--- config.mk ---
export PLATFORM = sky130hd
export DESIGN_NAME = im2col_row_packer
export DESIGN_NICKNAME = d
export VERILOG_FILES = /design/src/rtl/im2col_row_packer_pkg.sv /design/src/rtl/im2col_row_packer_addr_fifo.sv /design/src/rtl/im2col_row_packer.sv
export SDC_FILE = /design/constraint.sdc
export NUM_CORES = 1
export LEC_CHECK = 0
export ABC_AREA = 1
export BUFFER_PORTS_ARGS = -buffer_cell sky130_fd_sc_hd__buf_4
export CAP_MARGIN = 20
export CORE_AREA = 3 3 193 195
export CTS_CLUSTER_SIZE = 25
export DETAILED_ROUTE_END_ITERATION = 8
export DIE_AREA = 0 0 196 198
export PLACE_DENSITY = 0.75
export SLEW_MARGIN = 25
export SYNTH_ARGS = -nofsm -noshare
export SYNTH_HDL_FRONTEND = slang
export SYNTH_HIERARCHICAL = 1
export SYNTH_SLANG_ARGS = --single-unit
--- constraint.sdc ---
create_clock -name clk -period 2.96 [get_ports clk]
set_input_delay 0.888 -clock clk [delete_from_list [all_inputs] [get_ports clk]]
set_output_delay 0.888 -clock clk [all_outputs]
set_load 0.005 [all_outputs]
--- src/rtl/im2col_row_packer_pkg.sv ---
// im2col_row_packer_pkg: shared widths, FSM states and the row-length helper.
package im2col_row_packer_pkg;
    localparam int ADDR_SIZE     = 16;
    localparam int KERNEL_SIZE   = 4;
    localparam int CHANNELS_SIZE = 8;

    typedef enum logic [2:0] {
        ST_IDLE,
        ST_FILL,
        ST_HOLD,
        ST_DONE,
        ST_ERR
    } state_e;

    function automatic logic [15:0] row_len(input logic [KERNEL_SIZE-1:0] k,
                                            input logic [CHANNELS_SIZE-1:0] c);
        return 16'(k) * 16'(k) * 16'(c);
    endfunction
endpackage

--- src/rtl/im2col_row_packer_addr_fifo.sv ---
// im2col_row_packer_addr_fifo: synchronous address FIFO with synchronous clear and free-entry count.
module im2col_row_packer_addr_fifo #(
    parameter int DEPTH = 4,
    parameter int WIDTH = 16
) (
    input  logic                     clk,
    input  logic                     rstn,
    input  logic                     clr,
    input  logic                     push,
    input  logic                     pop,
    input  logic [WIDTH-1:0]         din,
    output logic [WIDTH-1:0]         dout,
    output logic                     full,
    output logic                     empty,
    output logic [$clog2(DEPTH):0]   free
);
    localparam int AW = $clog2(DEPTH);

    logic [WIDTH-1:0] mem_q [DEPTH];
    logic [WIDTH-1:0] mem_d [DEPTH];
    logic [AW-1:0]    wp_q, wp_d, rp_q, rp_d;
    logic [AW:0]      cnt_q, cnt_d;
    logic             wr;

    always_comb begin
        wr    = push && (!full || pop);
        mem_d = mem_q;
        if (wr) mem_d[wp_q] = din;
        wp_d  = wp_q + AW'(wr);
        rp_d  = rp_q + AW'(pop);
        cnt_d = cnt_q + (AW+1)'(wr) - (AW+1)'(pop);
        if (clr) begin
            wp_d  = '0;
            rp_d  = '0;
            cnt_d = '0;
        end
    end

    always_ff @(posedge clk or negedge rstn) begin
        if (!rstn) begin
            mem_q <= '{default: '0};
            wp_q  <= '0;
            rp_q  <= '0;
            cnt_q <= '0;
        end else begin
            mem_q <= mem_d;
            wp_q  <= wp_d;
            rp_q  <= rp_d;
            cnt_q <= cnt_d;
        end
    end

    assign dout  = mem_q[rp_q];
    assign full  = cnt_q == (AW+1)'(DEPTH);
    assign empty = cnt_q == '0;
    assign free  = (AW+1)'(DEPTH) - cnt_q;
endmodule

--- src/rtl/im2col_row_packer.sv ---
// im2col_row_packer: reads tensor SRAM per queued address and packs L=K*K*C elements into rows.
// Optional row counter output o_row_cnt when IM2COL_ROW_CNT_EN is defined.
module im2col_row_packer
    import im2col_row_packer_pkg::*;
#(
    parameter int DATA_W     = 8,
    parameter int ROW_MAX    = 32,
    parameter int FIFO_DEPTH = 4
) (
    input  logic                      clk,
    input  logic                      rstn,
    input  logic                      enable,
    input  logic [KERNEL_SIZE-1:0]    kernel_size,
    input  logic [CHANNELS_SIZE-1:0]  channels,
    input  logic [ADDR_SIZE-1:0]      i_addr,
    input  logic                      i_addr_valid,
    input  logic                      i_done,
    output logic                      o_addr_ready,
    output logic [ADDR_SIZE-1:0]      o_mem_addr,
    output logic                      o_mem_ren,
    input  logic [DATA_W-1:0]         i_mem_rdata,
    output logic [ROW_MAX*DATA_W-1:0] o_row_data,
    output logic [5:0]                o_row_len,
    output logic                      o_row_valid,
    input  logic                      i_row_ready,
`ifdef IM2COL_ROW_CNT_EN
    output logic [15:0]               o_row_cnt,
`endif
    output logic                      o_all_done,
    output logic                      o_cfg_err
);
    localparam int FW = $clog2(FIFO_DEPTH) + 1;

    state_e                    state_q, state_d;
    logic [5:0]                len_q, len_d, issued_q, issued_d, wr_idx_q, wr_idx_d;
    logic                      rd_vld_q, rd_vld_d, row_valid_q, row_valid_d;
    logic                      all_done_q, all_done_d, cfg_err_q, cfg_err_d;
    logic [ROW_MAX*DATA_W-1:0] row_q, row_d;
    logic [15:0]               l_full;
    logic                      push, pop, full, empty, accept;
    logic [ADDR_SIZE-1:0]      head;
    logic [FW-1:0]             free;

    im2col_row_packer_addr_fifo #(.DEPTH(FIFO_DEPTH), .WIDTH(ADDR_SIZE)) u_fifo (
        .clk   (clk),
        .rstn  (rstn),
        .clr   (!enable),
        .push  (push),
        .pop   (pop),
        .din   (i_addr),
        .dout  (head),
        .full  (full),
        .empty (empty),
        .free  (free)
    );

    always_comb begin
        l_full      = row_len(kernel_size, channels);
        push        = enable && i_addr_valid && state_q != ST_IDLE && state_q != ST_ERR;
        pop         = enable && state_q == ST_FILL && !empty && issued_q < len_q;
        accept      = row_valid_q && i_row_ready;
        state_d     = state_q;
        len_d       = len_q;
        issued_d    = issued_q + 6'(pop);
        wr_idx_d    = wr_idx_q + 6'(rd_vld_q);
        rd_vld_d    = pop;
        row_valid_d = row_valid_q;
        all_done_d  = all_done_q;
        cfg_err_d   = cfg_err_q;
        row_d       = row_q;
        for (int i = 0; i < ROW_MAX; i++)
            if (rd_vld_q && wr_idx_q == 6'(i)) row_d[i*DATA_W +: DATA_W] = i_mem_rdata;
        case (state_q)
            ST_IDLE: begin
                len_d     = l_full[5:0];
                cfg_err_d = l_full == '0 || l_full > 16'(ROW_MAX);
                state_d   = cfg_err_d ? ST_ERR : ST_FILL;
            end
            ST_FILL: begin
                if (rd_vld_q && wr_idx_q == len_q - 6'd1) begin
                    row_valid_d = 1'b1;
                    state_d     = ST_HOLD;
                end else if (i_done && empty && !rd_vld_q) begin
                    // Unwritten slots are already zero: the buffer is cleared on every accept.
                    row_valid_d = wr_idx_q != '0;
                    all_done_d  = wr_idx_q == '0;
                    state_d     = wr_idx_q != '0 ? ST_HOLD : ST_DONE;
                end
            end
            ST_HOLD: begin
                if (accept) begin
                    row_valid_d = 1'b0;
                    issued_d    = '0;
                    wr_idx_d    = '0;
                    row_d       = '0;
                    state_d     = ST_FILL;
                end
            end
            default: ;
        endcase
        if (!enable) begin
            state_d     = ST_IDLE;
            len_d       = '0;
            issued_d    = '0;
            wr_idx_d    = '0;
            rd_vld_d    = 1'b0;
            row_valid_d = 1'b0;
            all_done_d  = 1'b0;
            cfg_err_d   = 1'b0;
            row_d       = '0;
        end
    end

    always_ff @(posedge clk or negedge rstn) begin
        if (!rstn) begin
            state_q     <= ST_IDLE;
            len_q       <= '0;
            issued_q    <= '0;
            wr_idx_q    <= '0;
            rd_vld_q    <= 1'b0;
            row_valid_q <= 1'b0;
            all_done_q  <= 1'b0;
            cfg_err_q   <= 1'b0;
            row_q       <= '0;
        end else begin
            state_q     <= state_d;
            len_q       <= len_d;
            issued_q    <= issued_d;
            wr_idx_q    <= wr_idx_d;
            rd_vld_q    <= rd_vld_d;
            row_valid_q <= row_valid_d;
            all_done_q  <= all_done_d;
            cfg_err_q   <= cfg_err_d;
            row_q       <= row_d;
        end
    end

`ifdef IM2COL_ROW_CNT_EN
    logic [15:0] row_cnt_q, row_cnt_d;

    always_comb row_cnt_d = !enable ? '0 : (accept && row_cnt_q != 16'hFFFF) ? row_cnt_q + 16'd1 : row_cnt_q;

    always_ff @(posedge clk or negedge rstn) begin
        if (!rstn) row_cnt_q <= '0;
        else       row_cnt_q <= row_cnt_d;
    end

    assign o_row_cnt = row_cnt_q;
`endif

    // Two free entries leave room for the push already in flight when upstream sees ready drop.
    assign o_addr_ready = (state_q == ST_FILL || state_q == ST_HOLD) && free >= FW'(2);
    assign o_mem_ren    = pop;
    assign o_mem_addr   = pop ? head : '0;
    assign o_row_data   = row_q;
    assign o_row_len    = len_q;
    assign o_row_valid  = row_valid_q;
    assign o_all_done   = all_done_q;
    assign o_cfg_err    = cfg_err_q;
endmodule

==> results of run 1 <==
-- critical path: cells and delay by family --
kind	cells	cell delay, ns
buffers and inverters	7	0.44
and+or+nand+nor	15	1.28
AOI/OAI and AO/OA	1	0.15
adders and majority gates	6	2.55
-- cell type report --
type	instances	area, µm²	area share (%)
flip-flops and latches	352	8810	37.2
multi-input cells	1519	8420	35.5
repair buffers	428	3520	14.9
clock buffers	53	1100	4.64
inverters	256	990	4.18
well taps	461	577	2.43
clock inverters	16	277	1.17
-- cells in the final DEF, fill, tap and decap left out, types with 25 or more instances in the layout --
master	n
a21oi_1	25
fa_1	29
nor3_1	248
buf_4	384
nor2_4	31
nor2_1	592
nand2_1	292
nand4_1	68
ha_1	43
inv_1	203
inv_2	45
buf_6	27
dfrtp_1	350
clkbuf_16	40
-- flip-flops by register name, summed over array words and instances (netlist names), 2 cells and up --
signal	flops
u_fifo/rp_q	2
u_fifo/wp_q	2
state_q	3
o_row_len	6
issued_q	6
o_row_data	256
u_fifo/mem_q	64
wr_idx_q	6
u_fifo/cnt_q	3
-- worst paths after layout --
check	start	endpoint	slack [ns]
min in group clk	u_fifo/mem_q[40]$_DFFE_PN0P_	u_fifo/mem_q[40]$_DFFE_PN0P_	0.47
setup reg to reg	issued_q[1]$_DFF_PN0_	u_fifo/cnt_q[2]$_DFF_PN0_	0.01
setup / recovery	kernel_size[2]	state_q[0]$_DFFE_PN0P_	-1.92
hold / removal	rstn	o_row_data[35]$_DFF_PN0_	0.28
max in group asynchronous	rstn	o_row_data[17]$_DFF_PN0_	1.89
hold reg to reg	u_fifo/mem_q[40]$_DFFE_PN0P_	u_fifo/mem_q[40]$_DFFE_PN0P_	0.47
-- timing repair --
action                     4_1_cts  5_1_grt
resized for setup              109       43
hold buffers                     0        0
pin swaps                       44       40
setup buffers                   18        8
cloned                           1        0
setup endpoints to repair       22       76
-- metrics by stage --
stage                     TNS (ns)  hold WS (ns)
after floorplan              -7.99         0.437
after global placement       -9.43         0.448
after detailed placement     -9.79         0.453
after CTS                   -10.06         0.285
after global routing        -11.09         0.303
final                        -9.04         0.284
-- metal layers --
layer  vias up  wire (µm)  GRT usage, %
met5         -          0             0
met4         0       2550          12.3
met3       146       4840          5.89
met2       744      26600          45.4
met1      8053      22100          36.8
li1       7782          -             -
-- power breakdown --
part | total (W) | switching, W | internal, W
clock network | 0.00522 | 0.00200 | 0.00323
logic | 0.00239 | 0.00140 | 0.000996
registers | 0.00502 | 0.0000720 | 0.00495
total | 0.0126 | 0.00346 | 0.00917
==> results.py, run 1 <==
metrics = {
    "status": {
        "status": "finished, violations left",
        "violations": "negative setup slack",
    },
    "cells_and_area": {
        "fillers": 2857,
        "drive_above_1_share_pct": 25.7,
        "diodes": 0,
        "area_growth_pct": 30.4,
        "fin_nets": 2724,
        "stdcell_count": 3085,
        "fin_area_mm2": 0.0237,
        "postLayoutCoreUtil_pct": 66.6,
    },
    "route": {
        "wire_per_inst_um": 18.2,
        "vias": 16700,
        "drc": 0,
        "firstDrtPassIters": 6,
        "routed_wl_um": 56100,
        "first_iter_violations": 1177,
        "via_per_inst": 5.42,
        "ant_nets": 0,
    },
    "grt": {
        "grt_max_degree": 97,
        "grt_pass1_wl_um": 87800,
        "first_global_vias": 16500,
        "grt.overflow.total": 0,
        "track_usage_pct": 28.0,
        "antenna_found_initial": 0,
    },
    "floorplan": {
        "core-area_mm2": 0.0356,
        "die_w_um": 196,
        "num_rows": 69,
        "io_pins": 325,
        "start_util_pct": 51.1,
        "die_h_um": 198,
        "die-area_mm2": 0.0388,
    },
    "placed_design": {
        "dp.cells": 2994,
        "dpl-instance-area_mm2": 0.0216,
        "place_ws_ns": -2.62,
        "place_hpwl_um": 37500,
        "gp_congestion": 0.864,
        "io_buffers": 324,
    },
    "setup_path": {
        "cp_common_cell": "nand2_1",
        "ff2ff_path_depth": 18,
        "cpMaxStageDelayCell": "fa_1",
        "path_max_fanout": 4,
        "worst_path_largest_cell_delay_ns": 0.54,
        "cp.arrival_ns": 5.31,
        "setup.worst_path.end_class": "flop",
        "critPathKind": "in2reg",
        "critPathLaunchType": "primary input",
        "required_ns": 3.39,
    },
    "clock_network": {
        "clock_latency_ns": 0.54,
        "clockBufferDepth": 3,
        "cts-root-buf": "clkbuf_16",
        "cts_tree": "done",
        "htreeDepth": 2,
        "clkTransAtPathRegs_ns": 0.06,
        "cts.sinks": 352,
        "cts_made_buffers": 39,
    },
    "yosys": {
        "syn_area_per_cell_um2": 8.17,
        "synth_warnings": 6,
        "synth_area_mm2": 0.0182,
        "syn_inst": 2222,
        "syn_nets": 2350,
    },
    "pwr": {
        "irDropWorstVdd_mv": 0.488,
        "p_leak_nw": 12.0,
        "p_per_area_mw_per_mm2": 533,
        "p_total_w": 0.0126,
    },
    "job": {
        "drv_cap": 0,
    },
    "sta": {
        "drv_slew": 0,
        "setup_viol": 21,
        "tightestPinTransition_ns": 0.623,
        "grt_setup_unrepaired": "true",
        "hold_viol": 0,
        "period_needed_ns": 4.88,
        "maxClockFrequency_mhz": 205,
        "finalWorstSetupSlack_ns": -1.92,
        "maxSlewHeadroom_pct": 58.5,
        "fin_worst_skew_ns": 0.0233,
        "finalCritPeriodShare_pct": 165,
    },
    "min_path": {
        "hold_class": "in2async",
    },
}
Note: power is estimated with default switching activity, not from simulation.
==> run 2: changes to the inputs <==
--- a/config.mk
+++ b/config.mk
@@ -5,15 +5,15 @@
 export SDC_FILE = /design/constraint.sdc
 export NUM_CORES = 1
 export LEC_CHECK = 0
-export ABC_AREA = 1
 export BUFFER_PORTS_ARGS = -buffer_cell sky130_fd_sc_hd__buf_4
 export CAP_MARGIN = 20
-export CORE_AREA = 3 3 193 195
+export CORE_AREA = 3 3 190 192
 export CTS_CLUSTER_SIZE = 25
 export DETAILED_ROUTE_END_ITERATION = 8
-export DIE_AREA = 0 0 196 198
+export DIE_AREA = 0 0 193 195
+export GPL_TIMING_DRIVEN = 0
 export PLACE_DENSITY = 0.75
-export SLEW_MARGIN = 25
+export SLEW_MARGIN = 20
 export SYNTH_ARGS = -nofsm -noshare
 export SYNTH_HDL_FRONTEND = slang
 export SYNTH_HIERARCHICAL = 1
==> run 2 against run 1 <==
Maximum frequency shrank 12%. The flow still finishes with violations (negative setup slack). Sequential share of layout area up 0.65 points. Global-route usage is 1.2 points lower. Routed wire length decreased by 7.4%. Area after synthesis decreased by 3.2%. Die area decreased by 3.0%. Via count is 19% lower. Combinational power is 33% higher. Non-clock buffer count grew 47. Register-to-register slack got worse by 0.27 ns.
==> results.py, run 2 <==
metrics = {
    "status": {
        "status": "finished, violations left",
        "violations": "negative setup slack",
    },
    "yosys": {
        "syn_nets": 1677,
        "syn_inst": 1549,
        "synth_area_mm2": 0.0176,
        "synth_warnings": 6,
        "syn_area_per_cell_um2": 11.3,
    },
    "setup_path": {
        "ff2ff_path_depth": 17,
        "cpMaxStageDelayCell": "fa_1",
        "critPathKind": "in2reg",
        "worstPathCellList": "buf_12 -> buf_8 -> and2_4 -> ha_4 -> a21o_1 -> a21oi_4 -> xnor2_4 -> nand2_1 -> fa_1 -> inv_1 -> fa_1 -> inv_2 -> fa_2 -> fa_1 -> inv_2 -> ha_4 -> nor4_4 -> or3b_4 -> a311oi_2 -> o22ai_2 -> a2111oi_4 -> a41o_1",
        "path_max_fanout": 4,
        "critPathLaunch": "kernel_size[0]",
        "cp_common_cell": "fa_1",
        "critPathLaunchType": "primary input",
        "setup.worst_path.end_class": "flop",
        "required_ns": 3.42,
        "worst_path_largest_cell_delay_ns": 0.52,
        "worstReg2RegStart": "o_row_len[1]$_DFFE_PN0P_",
        "cp.arrival_ns": 6.04,
        "ff2ff_setup_slack_ns": -0.26,
    },
    "route": {
        "firstDrtPassIters": 5,
        "via_per_inst": 5.50,
        "wire_per_inst_um": 21.2,
        "ant_nets": 0,
        "first_iter_violations": 807,
        "vias": 13500,
        "routed_wl_um": 52000,
        "drc": 0,
    },
    "sta": {
        "holdWs_ns": 0.353,
        "setup_viol": 88,
        "drv_slew": 0,
        "period_needed_ns": 5.57,
        "finalWorstSetupSlack_ns": -2.61,
        "grt_setup_unrepaired": "true",
        "maxSlewHeadroom_pct": 41.4,
        "fin_worst_skew_ns": 0.0157,
        "maxClockFrequency_mhz": 179,
        "hold_viol": 0,
        "tightestPinTransition_ns": 0.879,
        "finalCritPeriodShare_pct": 188,
    },
    "pwr": {
        "p_per_area_mw_per_mm2": 568,
        "irDropWorstVdd_mv": 0.450,
        "p_total_w": 0.0132,
        "p_leak_nw": 11.9,
    },
    "grt": {
        "track_usage_pct": 26.8,
        "grt_pass1_wl_um": 79700,
        "grt.overflow.total": 0,
        "grt_use_met3_pct": 6.77,
        "first_global_vias": 14000,
        "gr-max-usage-layer": "met2",
        "antenna_found_initial": 0,
        "met2_usage_pct": 43.0,
        "met1_usage_pct": 35.9,
        "grt_max_degree": 99,
    },
    "clock_network": {
        "cts_tree": "done",
        "htreeDepth": 2,
        "cts-root-buf": "clkbuf_16",
        "clockBufferDepth": 3,
        "clock_latency_ns": 0.52,
        "cts.sinks": 352,
        "cts_made_buffers": 38,
        "clkTransAtPathRegs_ns": 0.06,
        "hold_buffers": 0,
    },
    "job": {
        "drv_cap": 0,
    },
    "cells_and_area": {
        "diodes": 0,
        "fillers": 2547,
        "area_growth_pct": 32.5,
        "postLayoutCoreUtil_pct": 67.4,
        "largest_register_ffs": 256,
        "fin_nets": 2099,
        "layout_common_cells": "buf_4, dfrtp_1, nor2_1",
        "final_common_cell": "buf_4",
        "drive_above_1_share_pct": 33.2,
    },
    "floorplan": {
        "die_h_um": 195,
        "core-area_mm2": 0.0345,
        "die_w_um": 193,
        "num_rows": 68,
        "die-area_mm2": 0.0376,
        "io_pins": 325,
        "start_util_pct": 50.9,
    },
    "placed_design": {
        "io_buffers": 324,
        "place_hpwl_um": 35300,
        "place_ws_ns": -3.49,
        "gp_congestion": 0.838,
    },
    "min_path": {
        "hold_class": "in2async",
    },
}
## run 2: area by class of cell
class | count | area, µm² | share of cell area (%)
flip-flops and latches | 352 | 8810 | 37.8
clock inverters | 13 | 161 | 0.693
repair buffers | 386 | 3110 | 13.3
plain buffers | 89 | 462 | 1.98
inverters | 83 | 312 | 1.34
clock buffers | 54 | 1120 | 4.82
multi-input cells | 1021 | 8740 | 37.5
well taps | 455 | 569 | 2.45
## run 2: timing repair
item	CTS	global route
endpoints found under the setup margin	93	206
setup buffers	36	27
resized for setup	71	93
pin swaps	43	26
hold endpoints to repair	0	0
cloned	2	2
## run 2: path summary, 6_finish.rpt
| kind | to |
|---|---|
| max reg2reg | u_fifo/mem_q[53]$_DFFE_PN0P_ |
| min in group clk | o_cfg_err$_DFFE_PN0P_ |
| max | state_q[0]$_DFFE_PN0P_ |
| min reg2reg | o_cfg_err$_DFFE_PN0P_ |
| max in group asynchronous | o_row_data[109]$_DFF_PN0_ |
| min | o_row_data[19]$_DFF_PN0_ |
## run 2: where the power goes
group | internal, W | leakage (nW) | switching, W
Clock | 0.00291 | 0.637 | 0.00194
Combinational | 0.00151 | 6.38 | 0.00166
Sequential | 0.00501 | 4.88 | 0.000174
## run 2: critical path, delay by kind of cell
kind,cells,cell delay [ns]
adder cells (fa/ha/maj),6,2.34
XOR/XNOR,1,0.16
AO/OA/AOI/OAI,6,1.36
buffers and inverters,5,0.40
AND/OR/NAND/NOR,4,0.89
## run 2: through the flow
step                std cells  setup TNS, ns  cell area, µm²
floorplan                1549         -10.47           17800
finish                   2453         -27.44           23300
global route             2453         -36.89           23300
CTS                      2433         -17.58           22800
detailed placement       2331         -80.89           20900
global placement         2328        -857.30           20800
## run 2: routing by layer
metal | vias up | routed length [µm] | part of all wire (%)
met5 | - | 0 | 0
met2 | 489 | 24500 | 47
met4 | 0 | 1870 | 3.6
met1 | 6806 | 21600 | 42
li1 | 6082 | - | -
met3 | 105 | 3990 | 7.7
==> run 3: changes to the inputs <==
--- a/config.mk
+++ b/config.mk
@@ -7,13 +7,14 @@
 export LEC_CHECK = 0
 export BUFFER_PORTS_ARGS = -buffer_cell sky130_fd_sc_hd__buf_4
 export CAP_MARGIN = 20
-export CORE_AREA = 3 3 190 192
+export CORE_AREA = 3 3 188 190
+export CTS_BUF_LIST = sky130_fd_sc_hd__clkbuf_8
+export CTS_CLUSTER_DIAMETER = 60
 export CTS_CLUSTER_SIZE = 25
 export DETAILED_ROUTE_END_ITERATION = 8
-export DIE_AREA = 0 0 193 195
+export DIE_AREA = 0 0 191 193
 export GPL_TIMING_DRIVEN = 0
-export PLACE_DENSITY = 0.75
-export SLEW_MARGIN = 20
+export PLACE_DENSITY = 0.77
 export SYNTH_ARGS = -nofsm -noshare
 export SYNTH_HDL_FRONTEND = slang
 export SYNTH_HIERARCHICAL = 1
==> run 3 against run 2 <==
The run still ends with negative setup slack left. Combinational power is 2% lower. Routed wire length is 1.7% lower. Clock power shrank 31%. Worst setup slack better by 0.057 ns. Via count shrank 1.8%. Sequential share of layout area is 1.2 points higher. Register-to-register slack gained 0.06 ns. Total power down 12%. Clock-buffer cell count fell by 22. Sequential cell count did not move. Critical path type unchanged. Critical endpoint unchanged.
==> results.py, run 3 (synthesized netlist as in run 2, its figures left out) <==
metrics = {
    "route": {
        "drc": 0,
        "ant_nets": 0,
        "routed_wl_um": 51100,
        "first_iter_violations": 737,
        "via_per_inst": 5.47,
        "vias": 13200,
        "wire_per_inst_um": 21.1,
        "firstDrtPassIters": 5,
    },
    "cells_and_area": {
        "area_growth_pct": 28.4,
        "largest_register_ffs": 256,
        "fin_nets": 2077,
        "fillers": 2496,
        "layout_common_cells": "buf_4, dfrtp_1, nor2_1",
        "fin_area_mm2": 0.0226,
        "final_common_cell": "buf_4",
        "drive_above_1_share_pct": 32.0,
        "multi_input_comb_area_mm2": 0.00867,
        "diodes": 0,
        "seq_area_mm2": 0.00881,
    },
    "grt": {
        "met2_usage_pct": 43.9,
        "met1_usage_pct": 36.4,
        "first_global_vias": 13600,
        "gr-max-usage-layer": "met2",
        "grt_use_met3_pct": 6.09,
        "grt_pass1_wl_um": 77900,
        "grt.overflow.total": 0,
        "grt_max_degree": 121,
        "track_usage_pct": 26.9,
        "antenna_found_initial": 0,
    },
    "setup_path": {
        "critPathLaunchType": "primary input",
        "required_ns": 3.53,
        "setup.worst_path.end_class": "flop",
        "path_max_fanout": 4,
        "cp.arrival_ns": 6.08,
        "critPathKind": "in2reg",
    },
    "pwr": {
        "p_leak_nw": 11.6,
        "p_per_area_mw_per_mm2": 515,
        "p_total_w": 0.0116,
        "irDropWorstVdd_mv": 0.633,
    },
    "clock_network": {
        "clockBufferDepth": 3,
        "cts-root-buf": "clkbuf_8",
        "cts.sinks": 352,
        "clkTransAtPathRegs_ns": 0.14,
        "cts_made_buffers": 30,
        "htreeDepth": 1,
        "cts_tree": "done",
        "clock_latency_ns": 0.64,
    },
    "floorplan": {
        "num_rows": 67,
        "die_w_um": 191,
        "core-area_mm2": 0.0336,
        "io_pins": 325,
        "start_util_pct": 52.3,
        "die_h_um": 193,
        "die-area_mm2": 0.0369,
    },
    "placed_design": {
        "gp_congestion": 0.848,
        "place_hpwl_um": 35500,
        "dpl-instance-area_mm2": 0.0208,
        "io_buffers": 324,
    },
    "sta": {
        "drv_slew": 0,
        "period_needed_ns": 5.52,
        "grt_setup_unrepaired": "true",
        "finalWorstSetupSlack_ns": -2.56,
        "tightestPinTransition_ns": 0.908,
        "finalCritPeriodShare_pct": 186,
        "maxClockFrequency_mhz": 181,
        "fin_worst_skew_ns": 0.0356,
        "maxSlewHeadroom_pct": 39.1,
        "hold_viol": 0,
        "setup_viol": 79,
    },
    "status": {
        "status": "finished, violations left",
        "violations": "negative setup slack",
    },
    "job": {
        "drv_cap": 0,
    },
    "min_path": {
        "hold_class": "in2async",
    },
}
[run 3: final cells by class]
type                       count  area share [%]
clock buffer                  32            1.95
clock inverter                24            1.49
buffer                        89            1.98
sequential                   352            39.0
inverter                      83            1.38
timing repair buffer         372            13.2
tap                          448            2.48
multi-input combinational   1021            38.4
[run 3: critical path, cell delays in order]
cell       delay [ns]
buf_12           0.10
buf_8            0.11
and2_4           0.14
ha_4             0.25
a21o_1           0.20
a21oi_4          0.18
xnor2_4          0.15
nand2_1          0.09
fa_1             0.48
inv_1            0.05
fa_1             0.45
inv_2            0.08
fa_2             0.45
fa_1             0.56
inv_2            0.05
ha_4             0.17
nor4_4           0.23
buf_4            0.15
or2b_4           0.27
a311oi_2         0.30
o22ai_2          0.12
a2111oi_4        0.37
a41o_1           0.22
[run 3: stage by stage]
step                std cells  hold WS (ns)  TNS, ns  setup slack (ns)  util (%)
floorplan                1549         0.459   -10.47             -2.77         -
global placement         2321         0.469  -871.30             -3.38      61.8
detailed placement       2324         0.480   -88.76             -3.45      62.0
CTS                      2408         0.145   -20.63             -2.54      66.1
global route             2421         0.156   -29.54             -2.67      67.1
finish                   2421         0.164   -21.02             -2.56      67.1
[run 3: final timing paths]
path	cells after the start	slack (ns)	start	end
max	23	-2.56	kernel_size[0]	state_q[0]$_DFFE_PN0P_
min	1	0.16	rstn	u_fifo/mem_q[23]$_DFFE_PN0P_
max reg2reg	17	-0.20	o_row_len[1]$_DFFE_PN0P_	u_fifo/cnt_q[2]$_DFF_PN0_
min reg2reg	2	0.51	o_cfg_err$_DFFE_PN0P_	o_cfg_err$_DFFE_PN0P_
max in group asynchronous	3	1.47	rstn	o_row_data[83]$_DFF_PN0_
min in group clk	2	0.51	i_addr[1]	u_fifo/mem_q[17]$_DFFE_PN0P_
[run 3: metal layers]
metal  share of wire, %  wire length (µm)  vias to the layer above
met5                  0                 0                        -
met1                 42             21400                     6710
met3                7.5              3850                      100
met2                 47             24200                      417
li1                   -                 -                     6019
met4                3.3              1680                        0
[run 3: what timing repair did]
| item | 4_1_cts | 5_1_grt |
|---|---|---|
| cloned | 3 | 1 |
| buffers inserted | 27 | 18 |
| resized for setup | 76 | 64 |
| endpoints found under the setup margin | 95 | 120 |
| hold buffers | 0 | 0 |
| pin swaps | 40 | 32 |
[run 3: power by group]
group          switching, W  internal, W
logic               0.00163      0.00148
registers          0.000177      0.00500
clock network       0.00204      0.00130
total               0.00384      0.00778
